$ cat src/rtl/sub_pkg.sv
// Shared types and sizing helpers for the serial subtractor.
package sub_pkg;

    typedef enum logic [1:0] {
        IDLE = 2'd0,
        RUN  = 2'd1,
        DONE = 2'd2
    } state_e;

    // Number of chunk cycles per operation.
    function automatic int unsigned calc_n(input int unsigned width, input int unsigned chunk);
        return width / chunk;
    endfunction

    // Chunk counter width; at least one bit even when a single chunk covers the word.
    function automatic int unsigned calc_cnt_w(input int unsigned n);
        return (n <= 1) ? 1 : $clog2(n);
    endfunction

endpackage

$ cat src/rtl/serial_subtractor_if.sv
// Operand/result handshake bundle for the serial subtractor.
interface serial_subtractor_if #(
    parameter int unsigned WIDTH = 16
);
    logic             in_valid;
    logic             in_ready;
    logic [WIDTH-1:0] x;
    logic [WIDTH-1:0] y;
    logic             bin;
    logic             out_valid;
    logic             out_ready;
    logic [WIDTH-1:0] d;
    logic             bout;
    logic             ovf;

    modport master (
        output in_valid, x, y, bin, out_ready,
        input  in_ready, out_valid, d, bout, ovf
    );

    modport slave (
        input  in_valid, x, y, bin, out_ready,
        output in_ready, out_valid, d, bout, ovf
    );
endinterface

$ cat src/rtl/chunk_subtractor.sv
// Combinational ripple of CHUNK full-subtractor cells, LSB first.
module chunk_subtractor #(
    parameter int unsigned CHUNK = 4
) (
    input  logic [CHUNK-1:0] a,
    input  logic [CHUNK-1:0] b,
    input  logic             br_in,
    output logic [CHUNK-1:0] diff,
    output logic             br_out
);

    logic br;

    always_comb begin
        diff = '0;
        br   = br_in;
        for (int i = 0; i < int'(CHUNK); i++) begin
            diff[i] = a[i] ^ b[i] ^ br;
            br      = (~a[i] & b[i]) | (~(a[i] ^ b[i]) & br);
        end
        br_out = br;
    end

endmodule

$ cat src/rtl/serial_subtractor.sv
// Multi-cycle D = X - Y - Bin, CHUNK bits per clock with a registered borrow chain.
module serial_subtractor
    import sub_pkg::*;
#(
    parameter int unsigned WIDTH = 16,
    parameter int unsigned CHUNK = 4
) (
    input  logic clk,
    input  logic rst_n,
    serial_subtractor_if.slave bus
);

    localparam int unsigned N     = calc_n(WIDTH, CHUNK);
    localparam int unsigned CNT_W = calc_cnt_w(N);

    localparam logic [1:0] S_IDLE = 2'(IDLE);
    localparam logic [1:0] S_RUN  = 2'(RUN);
    localparam logic [1:0] S_DONE = 2'(DONE);

    localparam logic [CNT_W-1:0] CNT_LAST = CNT_W'(N - 1);

    logic [1:0]       state_q;
    logic [1:0]       state_d;
    logic [CNT_W-1:0] cnt_q;
    logic [WIDTH-1:0] x_q;
    logic [WIDTH-1:0] y_q;
    logic             br_q;
    logic [WIDTH-1:0] d_q;
    logic             bout_q;
    logic             ovf_q;
    logic             in_ready_q;
    logic             out_valid_q;

    logic             accept_c;
    logic             run_c;
    logic             last_c;
    logic [31:0]      base_c;
    logic [CHUNK-1:0] a_c;
    logic [CHUNK-1:0] b_c;
    logic [CHUNK-1:0] diff_c;
    logic             br_out_c;

    // State register
    always_ff @(posedge clk or negedge rst_n) begin
        if (!rst_n) begin
            state_q <= S_IDLE;
        end else begin
            state_q <= state_d;
        end
    end

    // Next state and control decode
    always_comb begin
        state_d  = state_q;
        accept_c = 1'b0;
        run_c    = 1'b0;
        last_c   = 1'b0;
        case (state_q)
            S_IDLE: begin
                if (bus.in_valid) begin
                    accept_c = 1'b1;
                    state_d  = S_RUN;
                end
            end
            S_RUN: begin
                run_c = 1'b1;
                if (cnt_q == CNT_LAST) begin
                    last_c  = 1'b1;
                    state_d = S_DONE;
                end
            end
            S_DONE: begin
                if (bus.out_ready) begin
                    state_d = S_IDLE;
                end
            end
            default: state_d = S_IDLE;
        endcase
    end

    // Single chunk cell, steered by the chunk counter
    assign base_c = 32'(cnt_q) * 32'(CHUNK);
    assign a_c    = x_q[base_c +: CHUNK];
    assign b_c    = y_q[base_c +: CHUNK];

    chunk_subtractor #(.CHUNK(CHUNK)) u_chunk (
        .a      (a_c),
        .b      (b_c),
        .br_in  (br_q),
        .diff   (diff_c),
        .br_out (br_out_c)
    );

    // Operand, borrow, result and handshake registers
    always_ff @(posedge clk or negedge rst_n) begin
        if (!rst_n) begin
            cnt_q       <= '0;
            x_q         <= '0;
            y_q         <= '0;
            br_q        <= 1'b0;
            d_q         <= '0;
            bout_q      <= 1'b0;
            ovf_q       <= 1'b0;
            in_ready_q  <= 1'b1;
            out_valid_q <= 1'b0;
        end else begin
            if (accept_c) begin
                x_q   <= bus.x;
                y_q   <= bus.y;
                br_q  <= bus.bin;
                cnt_q <= '0;
            end else if (run_c) begin
                d_q[base_c +: CHUNK] <= diff_c;
                br_q                 <= br_out_c;
                cnt_q                <= cnt_q + CNT_W'(1);
                if (last_c) begin
                    bout_q <= br_out_c;
                    // The final chunk carries the result sign bit.
                    ovf_q  <= (x_q[WIDTH-1] != y_q[WIDTH-1]) &&
                              (diff_c[CHUNK-1] != x_q[WIDTH-1]);
                end
            end
            in_ready_q  <= (state_d == S_IDLE);
            out_valid_q <= (state_d == S_DONE);
        end
    end

    assign bus.in_ready  = in_ready_q;
    assign bus.out_valid = out_valid_q;
    assign bus.d         = d_q;
    assign bus.bout      = bout_q;
    assign bus.ovf       = ovf_q;

endmodule
$ cat src/flat_wrapper.sv
// flat-port wrapper written by rule: the top's interface ports become plain ports
module serial_subtractor_flat import sub_pkg::*;
#(
    parameter int unsigned WIDTH = 16,
    parameter int unsigned CHUNK = 4
)
  (clk, rst_n, bus_in_valid, bus_x, bus_y, bus_bin, bus_out_ready, bus_in_ready, bus_out_valid, bus_d, bus_bout, bus_ovf);
  serial_subtractor_if #(.WIDTH(WIDTH)) bus_i ();
  input  logic clk;
  input  logic rst_n;
  input wire logic [$bits(bus_i.in_valid)-1:0] bus_in_valid;
  input wire logic [$bits(bus_i.x)-1:0] bus_x;
  input wire logic [$bits(bus_i.y)-1:0] bus_y;
  input wire logic [$bits(bus_i.bin)-1:0] bus_bin;
  input wire logic [$bits(bus_i.out_ready)-1:0] bus_out_ready;
  output wire logic [$bits(bus_i.in_ready)-1:0] bus_in_ready;
  output wire logic [$bits(bus_i.out_valid)-1:0] bus_out_valid;
  output wire logic [$bits(bus_i.d)-1:0] bus_d;
  output wire logic [$bits(bus_i.bout)-1:0] bus_bout;
  output wire logic [$bits(bus_i.ovf)-1:0] bus_ovf;
  assign bus_i.in_valid = bus_in_valid;
  assign bus_i.x = bus_x;
  assign bus_i.y = bus_y;
  assign bus_i.bin = bus_bin;
  assign bus_i.out_ready = bus_out_ready;
  assign bus_in_ready = bus_i.in_ready;
  assign bus_out_valid = bus_i.out_valid;
  assign bus_d = bus_i.d;
  assign bus_bout = bus_i.bout;
  assign bus_ovf = bus_i.ovf;
  serial_subtractor #(.WIDTH(WIDTH), .CHUNK(CHUNK)) u_core (.clk(clk), .rst_n(rst_n), .bus(bus_i));
endmodule
$ cat config.mk
export PLATFORM = sky130hd
export DESIGN_NAME = serial_subtractor_flat
export DESIGN_NICKNAME = d
export VERILOG_FILES = /design/src/rtl/sub_pkg.sv /design/src/rtl/serial_subtractor_if.sv /design/src/rtl/chunk_subtractor.sv /design/src/rtl/serial_subtractor.sv /design/src/flat_wrapper.sv
export SDC_FILE = /design/constraint.sdc
export NUM_CORES = 1
export LEC_CHECK = 0
export CAP_MARGIN = 20
export CORE_ASPECT_RATIO = 1.5
export CORE_UTILIZATION = 53
export CTS_CLUSTER_SIZE = 24
export DETAILED_ROUTE_END_ITERATION = 12
export DONT_BUFFER_PORTS = 1
export PLACE_DENSITY = 0.76
export SYNTH_ARGS = -nofsm -noshare
export SYNTH_HDL_FRONTEND = slang
export SYNTH_SLANG_ARGS = --single-unit
export TNS_END_PERCENT = 5
$ cat constraint.sdc
create_clock -name clk -period 3.1 [get_ports clk]
set_clock_uncertainty 0.1 [all_clocks]
set_input_delay 0.62 -clock clk [delete_from_list [all_inputs] [get_ports clk]]
set_output_delay 0.62 -clock clk [all_outputs]
set_load 0.005 [all_outputs]
After elaboration in Yosys (flattened, before gate mapping)
Cells that the tools add are included.
{"block": "op_classes", "n_addsub": 2, "n_eq_ne": 6, "shifts": 4, "mux": 14, "n_bitwise": 29, "reduce_logical": 6}
{"cell": "$neg A4 Y34", "n": 1}
{"cell": "$shift A4 B34 Y16 const A", "n": 1}
{"cell": "$shiftx A4 B34 Y16", "n": 1}
{"cell": "$shiftx A16 B5 Y4", "n": 2}
{"cell": "$bwmux W16", "n": 1}
{"cell": "$mux W2", "n": 5}
{"cell": "$not A1 Y1", "n": 9}
{"cell": "$and A1 B1 Y1", "n": 8}
{"cell": "$xor A1 B1 Y1", "n": 8}
{"cell": "$mux W1", "n": 7}
{"cell": "$eq A2 B2 Y1 const B", "n": 3}
{"cell": "$pmux W2 S3", "n": 1}
{"cell": "$logic_not A2 Y1", "n": 2}
{"cell": "$or A1 B1 Y1", "n": 4}
{"cell": "$reduce_and A3 Y1", "n": 1}
{"cell": "$add A2 B1 Y2 const B", "n": 1}
{"cell": "$eq A2 B1 Y1 const B", "n": 1}
{"cell": "$ne A1 B1 Y1", "n": 2}
{"cell": "$reduce_and A2 Y1", "n": 1}
{"cell": "$reduce_bool A2 Y1", "n": 1}
{"cell": "$logic_and A1 B1 Y1", "n": 1}
{"block": "word_totals", "regBits": 57, "inputBits": 37, "output_inout_bits": 20, "word_cells": 71}

Depth between registers and ports, before layout
{"block": "logic_depth", "word_depth": 13, "mapped_depth": 12, "depth_no_buf": 11}

Cells and area by module
From an unflattened synthesis, not the netlist that was laid out.
{"block": "unflattened", "cells_unflattened": 191, "area_unflattened_um2": 2646.3}
{"module": "serial_subtractor", "instances": 1, "cells_per_inst": 177, "area_each_um2": 2528.7, "seq_area_each_um2": 1427.6}
{"module": "chunk_subtractor", "instances": 1, "cells_per_inst": 14, "area_each_um2": 117.6, "seq_area_each_um2": 0.0}

Least setup slack after synthesis
Ideal clock, no wire load.
{"block": "synth_timing", "path_kind": "register to register", "from": "register u_core.cnt_q[0]", "to": "register u_core.ovf_q, in the netlist u_core.bus.ovf", "setup_ns": 0.125, "arrival_time_ns": 3.165, "t_required_ns": 2.875, "path_slack_ns": -0.290, "stages_incl_launch_ff": 13, "n_path_buf": 1, "synth_period_minus_slack_ns": 3.390, "path_cell_list": "dfrtp_1 buf_4 mux4_2 inv_1 fa_1 inv_1 fa_1 fa_1 inv_1 fa_1 nand2_1 o22ai_1 mux2_2"}
{"block": "synth_between", "elab_chain_cells": 12, "word_cells_on_any_way": 28, "cone_classes": "eq/ne: 2; shift: 2; mux: 2; bitwise: 20; reduce/logical: 2"}
{"item": "start: declaration", "line_no": "serial_subtractor.sv:24", "rtl": "logic [CNT_W-1:0] cnt_q;"}
{"item": "start signal: assignment", "line_no": "serial_subtractor.sv:115", "rtl": "cnt_q <= cnt_q + CNT_W'(1);"}
{"item": "$shiftx A16 B5 Y4, on equally long branches", "line_no": "serial_subtractor.sv:83, serial_subtractor.sv:84"}
{"item": "$xor A1 B1 Y1", "line_no": "chunk_subtractor.sv:19", "rtl": "br = (~a[i] & b[i]) | (~(a[i] ^ b[i]) & br);"}
{"item": "$not A1 Y1", "line_no": "chunk_subtractor.sv:19"}
{"item": "$and A1 B1 Y1", "line_no": "chunk_subtractor.sv:19"}
{"item": "$or A1 B1 Y1", "line_no": "chunk_subtractor.sv:19"}
{"item": "$and A1 B1 Y1", "line_no": "chunk_subtractor.sv:19"}
{"item": "$or A1 B1 Y1", "line_no": "chunk_subtractor.sv:19"}
{"item": "$and A1 B1 Y1", "line_no": "chunk_subtractor.sv:19"}
{"item": "$or A1 B1 Y1", "line_no": "chunk_subtractor.sv:19"}
{"item": "$xor A1 B1 Y1", "line_no": "chunk_subtractor.sv:18", "rtl": "diff[i] = a[i] ^ b[i] ^ br;"}
{"item": "$ne A1 B1 Y1", "line_no": "serial_subtractor.sv:120", "rtl": "(diff_c[CHUNK-1] != x_q[WIDTH-1]);"}
{"item": "$logic_and A1 B1 Y1", "line_no": "serial_subtractor.sv:119", "rtl": "ovf_q <= (x_q[WIDTH-1] != y_q[WIDTH-1]) &&"}
{"item": "end signal: assignment", "line_no": "serial_subtractor.sv:119"}
{"item": "end: declaration", "line_no": "serial_subtractor.sv:30", "rtl": "logic ovf_q;"}
Several ways; a longest one is shown, not always the timed one.
A chain may end at the register's enable or synchronous reset.

Worst setup path after layout
Ends and elaborated chain as after synthesis.

==> flow_summary.json <==
{
  "status": "finished, final reports clean",
  "wl_um": 5080,
  "cts_root_buf": "clkbuf_8",
  "synthCells": 189,
  "cts.sinks": 57,
  "max-vdd-ir-drop_uv": 618,
  "fin_ws_ns": 0.0113,
  "antenna_found_initial": 0,
  "multi_input_area_sq_um": 1150,
  "place_congestion": 0.816,
  "start_util": 0.551,
  "worst-endpoint-arrival_ns": 3.20,
  "globalRouteOverflowTotal": 0,
  "worstPathCellList": "mux4_2 > inv_2 > fa_1 > inv_1 > fa_2 > fa_2 > inv_2 > fa_2 > nand2_1 > o22ai_1 > mux2_2",
  "die_w_um": 59.7,
  "pre_cts_slack_ns": -0.0151,
  "grt_pass1_vias": 1733,
  "avgViaCountPerCell": 5.73,
  "hold_class": "input pin to async pin",
  "crit_path_end_kind": "register",
  "slew_headroom": 0.689,
  "crit_fanout": 6,
  "clock_path_buffers": 2,
  "synth_nets": 236,
  "required_ns": 3.21,
  "rows": 31,
  "wl_per_cell_um": 19.0,
  "numCtsBuffers": 9,
  "nets": 245,
  "ys_warn_count": 0,
  "grt_first_pass_wirelength_um": 8300,
  "htreeDepth": 3,
  "drive_gt1_frac": 0.368,
  "final.min_clock_period_ns": 3.09,
  "grt_start_max_net_pins": 57,
  "maxCapViolCount": 0,
  "max_freq_mhz": 324,
  "placed_cells": 251,
  "clock_latency_ns": 0.33,
  "syn2layout_area_growth_pct": 10.1,
  "vias": 1530,
  "critPathKind": "register to register",
  "timing.final.crit_share": 0.996,
  "worst_pin_slew_ns": 0.460,
  "yosysSeqAreaShare": 0.539,
  "n_fill_cell": 396,
  "synth_area_leaders": "dfrtp_1 53%, mux2_2 14%, mux4_2 6.8%, fa_1 3.0%, ha_1 2.8%",
  "drv_slew": 0,
  "worst_path_max_delay_cell": "mux4_2",
  "p_per_area_nw_per_um2": 1280,
  "diodes": 0,
  "coreArea_sq_um": 4810,
  "grt_use_total": 0.225,
  "drt_iter0_markers": 76,
  "yosysTopAreaCell": "dfrtp_1",
  "critPathLaunchType": "register",
  "clk_pin_slew_ns": 0.06,
  "syn_area_sq_um": 2650,
  "portBuffers": 0,
  "synth_top_area_share": 0.529,
  "cp_common_cell": "fa_2",
  "final_antenna_net_count": 0,
  "regArea_sq_um": 1430,
  "p_leak_nw": 1.25,
  "fp.dieArea_sq_um": 5290,
  "dp_hpwl_um": 3750,
  "ios": 57,
  "setup_viol": 0,
  "synth.avg_cell_area_sq_um": 14.0,
  "rsz0062_at_grt": "true",
  "finalNonFillerCells": 267,
  "finalHoldViolCount": 0,
  "first_pass_iters": 4,
  "ys_ff_latch": 57,
  "p_total_mw": 3.74,
  "drc": 0,
  "cts_tree": "yes",
  "synth_cell_types": 31,
  "max_stage_delay_ns": 0.51,
  "die_y_um": 88.6
}
[synth_stat cells]
cell / count
dfrtp_1: 56
mux2_2: 33
nand2_1: 18
inv_1: 10
mux4_2: 8
ha_1: 6
o31ai_1: 6
o41ai_1: 6
buf_4: 5
nand2b_1: 5
fa_1: 4
nand3b_2: 4
nor2_1: 4
a22o_1: 3
o21ai_0: 3
clkbuf_1: 2
o21ai_2: 2
a22oi_1: 1
a31oi_1: 1
and2b_1: 1
buf_2: 1
dfstp_2: 1
mux2_1: 1
mux2i_1: 1
nor2b_1: 1
nor3b_4: 1
nor4b_1: 1
o21a_1: 1
o21bai_1: 1
o22ai_1: 1
or4b_4: 1
[worst max-delay path: cells and delay by family (launching register included)]
family	cells	cell delay (ns)
flops	1	0.41
buf+inv	3	0.19
mux	2	0.78
simple gates	1	0.09
fa+ha+maj	4	1.33
compound gates	1	0.07
[registers in the layout, summed over array words and instances, names as in the netlist]
signal / cells
u_core.x_q: 16
u_core.bus.bout: 1
u_core.bus.out_valid: 1
u_core.br_q: 1
u_core.cnt_q: 2
u_core.y_q: 16
u_core.bus.ovf: 1
u_core.bus.in_ready: 1
u_core.state_q: 2
u_core.bus.d: 16
[power breakdown]
part	switching [mW]	internal [mW]	total, mW
registers	0.261	1.09	1.35
clock network	0.260	0.302	0.562
logic	0.923	0.902	1.83
total	1.44	2.29	3.74
[per-layer routing]
layer | global-route usage | vias to the layer above | routed length [um]
li1 | - | 691 | -
met1 | 0.225 | 776 | 1770
met2 | 0.378 | 53 | 2830
met3 | 0.0848 | 10 | 330
met4 | 0.156 | 0 | 160
met5 | 0 | - | 0
[logic make-up after synthesis]
kind of cell / share of synthesized area
AO/OA/AOI/OAI: 0.0723
adder cells (fa/ha/maj): 0.0586
buffers and inverters: 0.0331
flip-flops: 0.539
multiplexers: 0.216
AND/OR/NAND/NOR: 0.0808
[final timing paths]
| path | startpoint | end | slack (ns) | cells past startpoint |
|---|---|---|---|---|
| worst max-delay path | u_core.cnt_q[0] | u_core.bus.ovf | 0.01 | 11 |
| worst max register to register | u_core.cnt_q[0] | u_core.bus.ovf | 0.01 | 11 |
| worst min register to register | u_core.x_q[5] | u_core.x_q[5] | 0.40 | 1 |
| max in group asynchronous | rst_n | u_core.bus.bout | 2.62 | 1 |
| worst min-delay path | rst_n | u_core.bus.in_ready | 0.03 | 0 |
| min in group clk | bus_x[5] | u_core.x_q[5] | 0.32 | 1 |
[stage by stage]
stage / setup TNS (ns) / util / hold slack (ns) / area [sq um]
after floorplan: -0.150 / - / 0.224 / 2660
after global placement: 0 / 0.566 / 0.226 / 2720
after detailed placement: -0.0151 / 0.566 / 0.225 / 2720
after CTS: 0 / 0.605 / 0.00163 / 2910
after global routing: -0.179 / 0.606 / 0.000723 / 2920
final: 0 / 0.606 / 0.0267 / 2920
[layout make-up]
cell class,instances,share of cell area
Clock buffer,13,0.0511
Inverter,10,0.0129
Clock inverter,1,0.00172
Multi-Input combinational cell,114,0.394
Tap cell,66,0.0283
Timing Repair Buffer,6,0.0223
Sequential cell,57,0.490
[cell usage in the layout, fill, tap and decap left out, types with 2 or more instances in the layout]
cell type	netlist	layout
dfrtp_1	56	55
mux2_2	33	33
nand2_1	18	18
clkbuf_8	0	10
mux4_2	8	8
inv_1	10	8
o31ai_1	6	6
ha_1	6	6
nand2b_1	5	5
o41ai_1	6	5
buf_4	5	5
nor2_1	4	4
nand3b_2	4	4
o21ai_0	3	3
a22o_1	3	3
fa_2	0	3
clkbuf_1	2	3
inv_2	0	2
o21ai_2	2	2
[repair_timing]
item | in CTS | in global routing
hold buffers | 1 | 0
endpoints found under the hold margin | 56 | 0
buffers inserted | 1 | 0
pin swaps | 2 | 0
gates cloned | 0 | 0
resized for setup | 0 | 1
endpoints found under the setup margin | 1 | 4
Note: power is estimated with default switching activity, not from simulation.
==> variant 1 (same flow settings) <==
`WIDTH` is set to 16 in 3 places; all go to 14.
--- a/src/rtl/serial_subtractor_if.sv
+++ b/src/rtl/serial_subtractor_if.sv
@@ -2,3 +2,3 @@
 interface serial_subtractor_if #(
-    parameter int unsigned WIDTH = 16
+    parameter int unsigned WIDTH = 14
 );
--- a/src/rtl/serial_subtractor.sv
+++ b/src/rtl/serial_subtractor.sv
@@ -4,3 +4,3 @@
 #(
-    parameter int unsigned WIDTH = 16,
+    parameter int unsigned WIDTH = 14,
     parameter int unsigned CHUNK = 4
--- a/src/flat_wrapper.sv
+++ b/src/flat_wrapper.sv
@@ -3,3 +3,3 @@
 #(
-    parameter int unsigned WIDTH = 16,
+    parameter int unsigned WIDTH = 14,
     parameter int unsigned CHUNK = 4
Ports: changed (resized bus_d, bus_x and bus_y); port bits go from 57 to 51. The function was not compared with the original's and may differ.
==> variant 1 against the original RTL <==
  * The run now ends with DRC left
  * Setup slack gained 0.026 ns
  * Synthesized area shrank 8.6%
  * Sequential cell count is 6 lower
  * Total power shrank 11%
  * Worst hold slack improved by 0.018 ns
  * Core utilization shrank 0.28 points
  * Final area is 11% lower
  * Final cell count is 12% lower
  * Sequential share of layout area is essentially flat
  * Non-clock buffer count grew 1
  * Routed wire length is 6.7% lower
  * Count of clock-buffer cells in the layout decreased by 7
  * Critical endpoint unchanged
  * Largest cell class unchanged
==> variant 1: results (changes against the original RTL) <==
Layout
  – Non-clock buffer share: 0.0293 (+0.00698)
  – Filler cell count in the final layout: 346 (-13%)
  – Clock network area share: 0.0326 (-0.0201)
  – Footprint of the multi-input gates: 1080 um2 (-6.0%)
  – Buffers excl. clock: 7 (+1)
  – #MultiIn Comb: 116 (+1.8%)
  – Inverter count: 8 (-2)
  – FF/Latch Area: 1280 um2 (-11%)
  – CLK BUF: 6 (-7)

Global routing
  – Largest net degree at the start of global routing: 51 (-11%)
  – Vias in the first global route: 1,594 (-8.0%)
  – GRT Util Overall: 0.217 (-0.00886)

Power and ir drop
  – Worst VDD drop: 685 uV (+11%)
  – Sw Pwr: 1.35 mW (-6.8%)
  – Lkg Pwr: 1.13 nW (-10%)
  – Reg power frac: 0.362 (about the same)

Placement
  – GP Congestion: 0.814 (-0.27%)
  – Cell Area, Placed: 2450 um2 (-9.8%)
  – Post-place setup slack: -0.0385 ns (-0.0233 ns)

CTS
  – CTS buffer count: 5 (-4)
  – CTS root buf: clkbuf_8
  – Clk slew on worst S/H paths: 0.09 ns (+0.03 ns)
  – Clk_lat worst skew: 0.30 ns (-0.03 ns)
  – H-tree depth: 2 (-1)

Synth
  – Area contributors post-synth: dfrtp_1 (52%), mux2_2 (13%), mux4_2 (3.7%)
  – Register area share after synthesis: 0.528 (-0.0110)
  – Post-synth net total: 227 (-3.8%)
  – Compound-Gate Fraction of Synth Area: 0.0822 (+0.00994)
  – Synth Area in Adders: 0.0641 (+0.00554)
  – Distinct cells, synth: 33 (+6.5%)
  – Mux contribution to synthesized area: 0.193 (-0.0235)
  – Top cells by count, synth: dfrtp_1 (50), mux2_2 (27), nand2_1 (17)

Worst setup path
  – Critical Path AT: 3.15 ns (-0.05 ns)
  – Critical Path Fanout Max: 5 (-1)

Run status
  – Failing checks: DRC
  – Status: finished, violations left

Drt
  – WL final: 4740 um (-6.7%)
  – 1st-iter DRT viols: 48 (-37%)
  – First-pass detailed-route iteration total: 8 (+4)
  – Residual DRC: 6 (+6)
  – DR vias/cell: 6.12 (+6.8%)

Timing
  – Tightest Pin Transition: 0.485 ns (+0.0253 ns)
## variant 1: cell count changes after synthesis, sizes merged, moves of 3 or more
cell	before	now
mux2	34	29
dfrtp	56	50
mux2i	1	5
a21oi	0	3
o21ai	5	8
nor2b	1	4
mux4	8	4
## variant 1: cell families after synthesis
| family | after synthesis |
|---|---|
| buffers and inverters | 17 |
| DFF | 51 |
| AOI/OAI and AO/OA | 28 |
| muxes | 38 |
| and+or+nand+nor | 40 |
| adders and majority gates | 10 |
## variant 1: path summary, 6_finish.rpt
check | from | slack [ns] | depth (start not counted) | to
worst max-delay path | u_core.cnt_q[0] | 0.04 | 11 | u_core.bus.ovf
worst min-delay path | rst_n | 0.04 | 1 | u_core.bus.d[12]
worst max register to register | u_core.cnt_q[0] | 0.04 | 11 | u_core.bus.ovf
worst min register to register | u_core.x_q[8] | 0.41 | 1 | u_core.x_q[8]
max in group asynchronous | rst_n | 2.61 | 1 | u_core.bus.d[10]
min in group clk | bus_y[12] | 0.35 | 1 | u_core.y_q[12]
## variant 1: metrics by stage
stage | power, mW | util | hold WS (ns) | instances
global route | 3.58 | 0.604 | 0.0338 | 236
CTS | 3.27 | 0.601 | 0.0450 | 236
floorplan | 2.37 | - | 0.224 | 184
finish | 3.33 | 0.604 | 0.0442 | 236
detailed placement | 2.74 | 0.568 | 0.226 | 225
global placement | 2.65 | 0.568 | 0.226 | 225
## variant 1: timing repair
action / CTS / global route
resized for setup: 6 / 5
endpoints found under the hold margin: 50 / 0
buffers inserted: 2 / 0
hold buffers: 1 / 0
pin swaps: 1 / 1
endpoints found under the setup margin: 1 / 3
## variant 1: metal layers
layer,part of all wire,vias up,GRT usage
met4,0.013,0,0.106
met2,0.56,41,0.375
met1,0.38,738,0.241
li1,-,660,-
met3,0.053,5,0.0586
met5,0,-,0
==> variant 2 (config.mk and constraints unchanged) <==
Made on the original files. Make the reset (`rst_n`) synchronous in 2 clocked blocks.
--- a/src/rtl/serial_subtractor.sv
+++ b/src/rtl/serial_subtractor.sv
@@ -43,3 +43,3 @@
     // State register
-    always_ff @(posedge clk or negedge rst_n) begin
+    always_ff @(posedge clk) begin
         if (!rst_n) begin
@@ -94,3 +94,3 @@
     // Operand, borrow, result and handshake registers
-    always_ff @(posedge clk or negedge rst_n) begin
+    always_ff @(posedge clk) begin
         if (!rst_n) begin
Behaviour: differs if rst_n is asserted again (counterexample within 4 cycles, from zero or initial values and one cycle with rst_n low); with rst_n held inactive, the same outputs for 10 cycles.
==> variant 2 against the original RTL <==
  * Critical path depth decreased by 1
  * Sequential share of layout area is 8.2 points lower
  * Core utilization rose by 0.70 points
  * Sequential cell count unchanged
  * Synthesized area is 4.2% lower
  * Final area shrank 3.7%
  * Count of clock-buffer cells in the layout did not move
  * First-iteration DRC count grew 7.9%
  * Routed wire length increased by 0.59%
  * Setup slack gained 0.038 ns
  * Final cell count grew 27%
  * Critical path type unchanged
  * Largest cell class is now multi-input gates
Power is not compared: it rests on default switching activity, and its combinational part moved more than twofold at a synthesized area within 25%.
==> variant 2: results (changes against the original RTL) <==
Hold path
  – Hold Crit Class: input port to register

Synth
  – Avg Inst Size Synth: 9.44 um2 (-33%)
  – Top FF cell, synth: dfxtp_1
  – Ys async rst share: 0 (-1.00)
  – Ys Warns: 0 (unchanged)
  – Most common cell in the synthesized netlist: nand2_1
  – Top cells by count, synth: nand2_1 (85), dfxtp_1 (57), a21boi_1 (24)
  – Distinct cells, synth: 34 (+9.7%)
  – Register area share after synthesis: 0.449 (-0.0895)
  – Area contributors post-synth: dfxtp_1 (45%), nand2_1 (13%), a21boi_1 (7.1%)

Placement
  – IO buf count: 0 (unchanged)
  – Placed insts: 322 (+28%)
  – Detailed placement HPWL: 3620 um (-3.5%)
  – GP Congestion: 0.741 (-9.2%)

Layout
  – Post-Layout Cell Count: 340 (+27%)
  – Layout cells sized above 1: 0.145 (-0.223)
  – Fin nets: 318 (+30%)
  – Ant. Diodes: 0 (unchanged)
  – Filler cell count in the final layout: 423 (+6.8%)

CTS
  – CTS root buf: clkbuf_8
  – H-tree depth: 3 (unchanged)
  – Clk_lat worst skew: approximately 0.34 ns
  – Clock Tree Buf Depth: 2 (unchanged)
  – CTS buffer count: 9 (unchanged)
  – Clk slew on worst S/H paths: 0.06 ns (about the same)

Timing
  – Tightest Pin Transition: 0.841 ns (+0.381 ns)

Power and ir drop
  – Worst VDD drop: 405 uV
  – Lkg Pwr: between 1 and 1.5 nW

Drt
  – 1st-iter DRT viols: 82 (+7.9%)
  – First-pass detailed-route iteration total: 4 (unchanged)
  – WL final: 5110 um (+0.59%)
  – Via count: 1,861 (+22%)

Global routing
  – Largest net degree at the start of global routing: 61 (+7.0%)
  – GRT Util Overall: 0.227 (+0.00112)
  – Antenna violations before repair: 0 (unchanged)
  – First-pass GRT wire length: 8430 um (+1.6%)

Run status
  – Status: completed

Worst setup path
  – Critical Path AT: 3.21 ns (about the same)
  – Critical Path Fanout Max: 4 (-2)
## variant 2: cell count changes after synthesis, sizes merged, moves of 6 or more
cell,delta
dfxtp,+57
o31ai,-6
a21boi,+32
mux2,-34
nand2,+67
o32ai,+8
dfrtp,-56
o22ai,+7
o41ai,-6
## variant 2: critical path: stages (launching register included)
cell     delay (ns)
dfxtp_4        0.37
mux4_2         0.50
inv_2          0.07
fa_1           0.16
inv_1          0.05
fa_2           0.34
fa_2           0.34
inv_2          0.06
fa_1           0.43
or3b_4         0.39
a31oi_2        0.18
## variant 2: logic make-up (layout without fill, tap and decap cells)
family	count (synthesis)	after routing	synth area share
compound gates	57	57	0.164
xor+xnor	1	1	0.00345
fa+ha+maj	10	10	0.0611
buf+inv	24	31	0.0473
flops	57	57	0.449
mux	10	10	0.0789
simple gates	110	110	0.196
## variant 2: power by group
group          leakage (nW)  switching [mW]  internal (mW)
Clock                0.0932           0.275          0.330
Sequential            0.466          0.0238          0.768
Combinational         0.499           0.100         0.0899
## variant 2: layout make-up
type                    instances  area share
inverters                       8      0.0107
clock inverters                 3     0.00535
multi-input cells             188       0.465
flip-flops and latches         57       0.408
clock buffers                  13      0.0566
well taps                      64      0.0285
repair buffers                  7      0.0258
## variant 2: layer usage
layer | track usage | routed length [um]
met5 | 0 | 0
met4 | 0.117 | 104
met3 | 0.0597 | 231
met2 | 0.398 | 2740
met1 | 0.245 | 2040
## variant 2: final timing paths
check                              to  depth (start not counted)  slack [ns]             from
setup / recovery       u_core.bus.ovf                         10        0.05  u_core.cnt_q[0]
hold / removal    u_core.bus.in_ready                          1        0.28            rst_n
hold reg to reg        u_core.y_q[10]                          2        0.35   u_core.y_q[10]
setup reg to reg       u_core.bus.ovf                         10        0.05  u_core.cnt_q[0]
## variant 2: through the flow
step | setup slack, ns | instance area [um2] | hold WS (ns)
final | 0.0488 | 2810 | 0.277
after floorplan | -0.0250 | 2560 | 0.332
after CTS | 0.0126 | 2770 | 0.249
after detailed placement | 0.0214 | 2580 | 0.346
after global routing | -0.0371 | 2810 | 0.270
after global placement | 0.116 | 2580 | 0.338
## variant 2: what timing repair did
item                       CTS  global route
pin swaps                    0             1
setup buffers                0             1
gates resized for setup      1             2
setup endpoints to repair    1             3
